$ cat config.mk
export PLATFORM = sky130hd
export DESIGN_NAME = boot_load_sequencer
export DESIGN_NICKNAME = d
export VERILOG_FILES = /design/src/rtl/boot_load_sequencer.sv
export SDC_FILE = /design/constraint.sdc
export NUM_CORES = 1
export LEC_CHECK = 0
export ABC_AREA = 0
export CAP_MARGIN = 20
export CORE_ASPECT_RATIO = 1.5
export CORE_MARGIN = 2
export CORE_UTILIZATION = 40
export CTS_CLUSTER_SIZE = 30
export DETAILED_ROUTE_END_ITERATION = 12
export DONT_BUFFER_PORTS = 1
export GPL_TIMING_DRIVEN = 0
export HOLD_SLACK_MARGIN = 0.12
export SETUP_SLACK_MARGIN = 0.02
export SLEW_MARGIN = 15
export SYNTH_ARGS = -nofsm -noshare
export SYNTH_HDL_FRONTEND = slang
export SYNTH_SLANG_ARGS = --single-unit
export TNS_END_PERCENT = 20
$ cat constraint.sdc
create_clock -name clk -period 4.9 [get_ports clk]
set_input_delay 0.735 -clock clk [delete_from_list [all_inputs] [get_ports clk]]
set_output_delay 0.735 -clock clk [all_outputs]
set_load 0.01 [all_outputs]
$ cat src/rtl/boot_load_sequencer.sv
// Boot image loader: streams words into instruction memory, reads them back to
// confirm the running checksum, then releases the CPU.
module boot_load_sequencer #(
    parameter int unsigned ADDR_W = 9
) (
    input  logic              clk,
    input  logic              arst,
    input  logic              start,
    input  logic              abort,
    input  logic              load_valid,
    input  logic [31:0]       load_data,
    input  logic              load_last,
    output logic              load_ready,
    output logic [63:0]       addr_ext,
    output logic              wen_ext,
    output logic              ren_ext,
    output logic [31:0]       wdata_ext,
    input  logic [31:0]       rdata_ext,
    output logic              cpu_enable,
    output logic              busy,
    output logic              done,
    output logic              error,
    output logic              truncated,
    output logic [ADDR_W:0]   word_count,
    output logic [31:0]       checksum
);
    localparam int unsigned CNT_W = ADDR_W + 1;
    // Index of the last word that fits in memory (DEPTH - 1)
    localparam logic [CNT_W-1:0] LAST_IDX = {1'b0, {ADDR_W{1'b1}}};

    typedef enum logic [2:0] {
        S_IDLE,
        S_LOAD,
        S_VERIFY,
        S_RUN,
        S_ERROR
    } state_t;

    state_t           state_q;
    logic [CNT_W-1:0] rd_idx_q;
    logic [31:0]      vsum_q;
    logic             rd_pend_q;

    logic handshake;
    logic final_word;
    logic begin_load;

    function automatic logic [63:0] byte_addr(input logic [ADDR_W-1:0] idx);
        return 64'({idx, 2'b00});
    endfunction

    assign handshake  = (state_q == S_LOAD) && load_valid && load_ready && !abort;
    assign final_word = load_last || (word_count == LAST_IDX);
    assign begin_load = start && !abort && ((state_q == S_IDLE) || (state_q == S_ERROR));

    always_ff @(posedge clk or posedge arst) begin
        if (arst) begin
            state_q    <= S_IDLE;
            rd_idx_q   <= '0;
            vsum_q     <= '0;
            rd_pend_q  <= 1'b0;
            load_ready <= 1'b0;
            addr_ext   <= '0;
            wen_ext    <= 1'b0;
            ren_ext    <= 1'b0;
            wdata_ext  <= '0;
            cpu_enable <= 1'b0;
            busy       <= 1'b0;
            done       <= 1'b0;
            error      <= 1'b0;
            truncated  <= 1'b0;
            word_count <= '0;
            checksum   <= '0;
        end else begin
            wen_ext   <= 1'b0;
            ren_ext   <= 1'b0;
            // Read data returns the cycle after the strobe
            rd_pend_q <= ren_ext;
            if (abort) begin
                state_q    <= S_IDLE;
                load_ready <= 1'b0;
                cpu_enable <= 1'b0;
                busy       <= 1'b0;
                done       <= 1'b0;
                rd_pend_q  <= 1'b0;
            end else if (begin_load) begin
                state_q    <= S_LOAD;
                load_ready <= 1'b1;
                busy       <= 1'b1;
                word_count <= '0;
                checksum   <= '0;
                truncated  <= 1'b0;
                error      <= 1'b0;
                rd_idx_q   <= '0;
                vsum_q     <= '0;
            end else begin
                case (state_q)
                    S_LOAD: begin
                        if (handshake) begin
                            wen_ext    <= 1'b1;
                            addr_ext   <= byte_addr(word_count[ADDR_W-1:0]);
                            wdata_ext  <= load_data;
                            word_count <= word_count + CNT_W'(1);
                            checksum   <= checksum + load_data;
                            if (final_word) begin
                                load_ready <= 1'b0;
                                truncated  <= !load_last;
                                state_q    <= S_VERIFY;
                            end
                        end
                    end
                    S_VERIFY: begin
                        if (rd_pend_q) begin
                            vsum_q <= vsum_q + rdata_ext;
                        end
                        if (rd_idx_q < word_count) begin
                            ren_ext  <= 1'b1;
                            addr_ext <= byte_addr(rd_idx_q[ADDR_W-1:0]);
                            rd_idx_q <= rd_idx_q + CNT_W'(1);
                        end else if (!ren_ext && !rd_pend_q) begin
                            // All read data accumulated: decide
                            busy <= 1'b0;
                            if (vsum_q == checksum) begin
                                state_q    <= S_RUN;
                                cpu_enable <= 1'b1;
                                done       <= 1'b1;
                            end else begin
                                state_q <= S_ERROR;
                                error   <= 1'b1;
                            end
                        end
                    end
                    default: ;
                endcase
            end
        end
    end

endmodule
=== Yosys cells after proc, flatten, opt, wreduce, memory -nomap -nowiden ===
Index checks and enable logic that the tools add are counted.

* Mux-type cells: 57
* $add $sub $neg: 4
* Order comparisons: 1
* Equality and inequality tests: 16
* Bitwise operators: 2
* Reductions and logical operators: 41

{| class="wikitable"
|+ Operators by type and width
! operator !! count
|-
| 32-bit two-way mux || 6
|-
| 64-bit two-way mux || 2
|-
| 64-bit one-hot mux with 2 select lines || 1
|-
| 32-bit adder || 2
|-
| 10-bit two-way mux || 6
|-
| 1-bit two-way mux || 34
|-
| 32-bit == test || 1
|-
| 2-bit nonzero test || 11
|-
| 3-bit two-way mux || 7
|-
| 10-bit by 1-bit adder with 10-bit output (second input constant) || 2
|-
| 5-bit AND reduction || 4
|-
| 4-bit != test (second input constant) || 4
|-
| 3-bit AND reduction || 5
|-
| 3-bit nonzero test || 5
|-
| 2-bit != test (second input constant) || 6
|-
| 10-bit by 9-bit == test with 1-bit output (second input constant) || 1
|-
| 10-bit < comparator || 1
|-
| 4-bit AND reduction || 2
|-
| 1-bit logical AND || 6
|-
| 3-bit one-hot mux with 2 select lines || 1
|-
| 1-bit zero test || 4
|-
| 4-bit nonzero test || 1
|-
| 3-bit by 1-bit == test with 1-bit output (second input constant) || 1
|-
| 3-bit by 2-bit == test with 1-bit output (second input constant) || 1
|-
| other kinds (5) || 7
|}

* Register bits after elaboration: 191
* Logic and storage cells: 136
* Output and inout bits: 146
* Input bits: 70

=== Longest topological paths before layout ===
* Depth after elaboration: 8
* Mapped depth: 12
* Gate-level depth less buffers: 12

=== Worst setup path after synthesis ===
OpenSTA, ideal clock, no wires.

* Kind: input -> register
* Start point: in rdata_ext[0]
* End point: reg vsum_q[28]
* Buffers on the path: 0
* Arrival time: 3048 ps
* Setup time: 124 ps
* Path slack: 1728 ps
* Stages: 12
* Cell sequence: ha_1 -> inv_1 -> fa_1 -> nor2b_1 -> o2111ai_1 -> a31o_2 -> a31oi_2 -> a41o_1 -> a221o_1 -> nor2_1 -> o2111a_1 -> a211o_1

* Longest elaborated chain between the ends: 4

{| class="wikitable"
|+ RTL lines
! element !! line !! RTL
|-
| start, declared || 18 || <nowiki>input logic [31:0] rdata_ext,</nowiki>
|-
| 32-bit adder || 114 || <nowiki>vsum_q <= vsum_q + rdata_ext;</nowiki>
|-
| 32-bit two-way mux || 113 || <nowiki>if (rd_pend_q) begin</nowiki>
|-
| 32-bit two-way mux || 97 || <nowiki>case (state_q)</nowiki>
|-
| 32-bit two-way mux || 86 || <nowiki>end else if (begin_load) begin</nowiki>
|-
| end signal, assigned || 114 ||
|-
| end, declared || 41 || <nowiki>logic [31:0] vsum_q;</nowiki>
|}

No other way between the ends. The select of a mux whose other input is x is not followed.
A chain may end at the register's enable or synchronous reset.

=== Worst setup path after layout ===
* Start point: reg vsum_q[1]
* End point: reg vsum_q[31]

* Longest elaborated chain between the ends: 4

{| class="wikitable"
|+ RTL lines
! element !! line
|-
| 32-bit adder || 114
|-
| 32-bit two-way mux || 113
|-
| 32-bit two-way mux || 97
|-
| 32-bit two-way mux || 86
|}

No other way between the ends. The select of a mux whose other input is x is not followed.

==> impl_metrics.csv <==
group,metric,value,unit
clocking,cts_hold_buf,0,
timing,setup_viol,0,
global_route,grtUsageTotal,23.0,%
critical_path,cp_cell_sequence,"ha_1, a211oi_1, o21bai_1, o2111ai_1, o21ai_1, o2111ai_1, a21oi_1, o31a_1, o311ai_1, o41ai_1",
die,start_util,40.5,%
logic_synthesis,synthFlopType,"dfrtp_1",
critical_path,arrival,3.51,ns
timing,worstMarginPinSlew,0.864,ns
place,gp_congestion,0.922,
detailed_routing,wl,28500,um
timing,finalClockSkew,0.00925,ns
critical_path,worstRegToRegCells,10,
clocking,insertion_delay,0.43,ns
critical_path,reg2reg_slack,1.69,ns
layout,drive_above_1_share,9.26,%
layout,diodes,0,
global_route,grt_max_degree,81,
clocking,cts_tree,"yes",
clocking,clk_path_buf_depth,2,
critical_path,crit_cells,10,
critical_path,cp_data_required_time,5.19,ns
die,die-area,25100,um^2
detailed_routing,wl_per_cell,18.9,um
place,placed_area,10200,um^2
critical_path,max_stage_delay,0.51,ns
die,die_w,130,um
pwr,p_leak,5.56,nW
critical_path,cp_top_family,"compound AO/OA/AOI/OAI gates",
logic_synthesis,synth_top_family_by_area,"compound AO/OA/AOI/OAI gates",
timing,relSlewSlack,42.0,%
timing,hold_viol,0,
logic_synthesis,syn_inst,1102,
place,port_buffers,0,
logic_synthesis,syn_area_per_cell,8.66,um^2
clocking,cts-resized-gates,0,
global_route,grt_pass1_wl,43600,um
logic_synthesis,syn_area,9540,um^2
clocking,clockRootBuffer,"clkbuf_16",
logic_synthesis,ys_seq_elements,136,
layout,final_common_cell,"nand2_1",
critical_path,worst_path_max_delay_cell,"o2111ai_1",
run,max_cap_violations,0,
clocking,numCtsBuffers,17,
pwr,power_density,382,nW/um^2
die,core_area,23600,um^2
timing,fmaxAchievable,311,MHz
critical_path,path_buf_inv,0,
global_route,grt_pass1_vias,7897,
critical_path,cp_max_fo,4,
logic_synthesis,synth_compound_gate_area_share,19.4,%
clocking,htree_levels,4,
clocking,cts_setup_buffers,0,
critical_path,critPathMostFrequentCell,"o2111ai_1",
detailed_routing,drtPass1Iterations,5,
layout,finalInstanceArea,10800,um^2
global_route,antenna_found_initial,0,
layout,finalNetCount,1321,
die,die_y,193,um
detailed_routing,antenna_left,0,
timing,drv_slew,0,
logic_synthesis,synth_mux_area_share,1.70,%
detailed_routing,drc,0,
logic_synthesis,yosys.area_share.simple,17.4,%
logic_synthesis,yosysWarnings,0,
detailed_routing,drt_iter0_markers,411,
die,io_pins,216,
timing,setup_ws,1.69,ns
layout,area_growth,13.4,%
critical_path,endpoint_kind,"flip-flop",
detailed_routing,vias,8047,
logic_synthesis,synth-edff-count,0,
logic_synthesis,synth-adder-area-share,9.99,%
logic_synthesis,synth_xor_area_share,8.26,%
timing,period_share,65.6,%
timing,fin_crit,3.21,ns
status,status,"complete, no violations",
clocking,clkTransAtPathRegs,0.06,ns
timing,rsz0062_at_grt,"false",
critical_path,path_class,"flip-flop to flip-flop",
place,pre_cts_slack,1.33,ns
logic_synthesis,synthArstFlopShare,100,%
critical_path,cp-start-kind,"flip-flop",
worst_hold_path,min_path_type,"input pin to asynchronous set/reset pin",
clocking,cts_sinks,136,
logic_synthesis,ys_seq_area_share,35.7,%
logic_synthesis,yosysUniqueCellTypes,67,
detailed_routing,avgViaCountPerCell,5.34,
place,dpl.hpwl,22800,um
global_route,globalRouteOverflowTotal,0,
die,core.rowCount,69,
layout,mostFrequentLayoutCells,"nand2_1, dfrtp_1, o21ai_0",
pwr,ir_worst_vdd,0.259,mV
## synthesized netlist by cell type (all sizes together) (9+ instances only)
master / instances / area, um^2
nor4: 10 / 62.6
inv: 37 / 139
mux2: 10 / 143
dfrtp: 136 / 3400
xor2: 58 / 508
nand4: 11 / 68.8
o21ai: 97 / 485
clkbuf: 31 / 116
a21o: 37 / 278
o211ai: 9 / 67.6
and3: 10 / 62.6
nor3: 14 / 70.1
buf: 65 / 462
nor2: 47 / 176
o21bai: 10 / 78.8
a21oi: 69 / 349
and2: 10 / 62.6
nand3: 63 / 315
xnor2: 32 / 280
nand2: 172 / 646
ha: 73 / 913
## metrics by stage
stage	power (mW)	hold WS, ns	TNS [ns]	utilization [%]	instances
5_1_grt	4.37	0.184	0	45.9	1507
3_5_place_dp	2.76	0.519	0	43.2	1476
3_3_place_gp	2.73	0.501	-164.03	43.0	1475
6_report	4.14	0.147	0	45.9	1507
2_1_floorplan	2.42	0.477	0	-	1156
4_1_cts	4.16	0.172	0	45.9	1507
## area by class of cell
type                       count  area (um^2)
buffer                        96          578
clock buffer                  20          467
clock inverter                11          171
fill                        2317        12800
inverter                      37          146
multi-input combinational    887         5630
sequential                   136         3400
tap                          319          399
timing repair buffer           1         27.5
## sequential cells by signal, indices dropped and copies added, names as in the netlist
| name | cells |
|---|---|
| checksum | 32 |
| vsum_q | 32 |
| wdata_ext | 32 |
| rd_idx_q | 10 |
| word_count | 10 |
| addr_ext | 9 |
| state_q | 3 |
| busy | 1 |
| done | 1 |
| error | 1 |
| load_ready | 1 |
| rd_pend_q | 1 |
| ren_ext | 1 |
| truncated | 1 |
| wen_ext | 1 |
## cells by family (layout without fill, tap and decap cells)
kind of cell,Yosys count,in the layout
and+or+nand+nor,365,365
AOI/OAI and AO/OA,290,290
DFF,136,136
buffers and inverters,133,165
xor gates and xnor gates,90,90
adders and majority gates,75,75
muxes,12,12
other,1,55
## routing by layer
| metal | GRT usage [%] | wire (um) | share of wire (%) | up-vias |
|---|---|---|---|---|
| met4 | 11.7 | 1270 | 4.5 | 0 |
| met3 | 6.84 | 2000 | 7.0 | 72 |
| met5 | 0 | 0 | 0 | - |
| li1 | - | - | - | 3930 |
| met1 | 23.6 | 10400 | 36 | 3794 |
| met2 | 41.7 | 14800 | 52 | 251 |
## where the power goes
group	switching, mW	leakage, nW	internal (mW)	total [mW]
registers	0.337	1.87	1.35	1.68
clock network	0.508	0.308	0.889	1.40
logic	0.643	3.37	0.414	1.06
## final timing paths
kind,startpoint,to
worst max-delay path,vsum_q[1]$_DFFE_PP0P_,vsum_q[31]$_DFFE_PP0P_
worst min-delay path,arst,wdata_ext[6]$_DFFE_PP0P_
worst max register to register,vsum_q[1]$_DFFE_PP0P_,vsum_q[31]$_DFFE_PP0P_
worst min register to register,vsum_q[31]$_DFFE_PP0P_,vsum_q[31]$_DFFE_PP0P_
max in group asynchronous,arst,wdata_ext[16]$_DFFE_PP0P_
min in group clk,load_last,truncated$_DFFE_PP0P_
(Power assumes the default switching activity.)
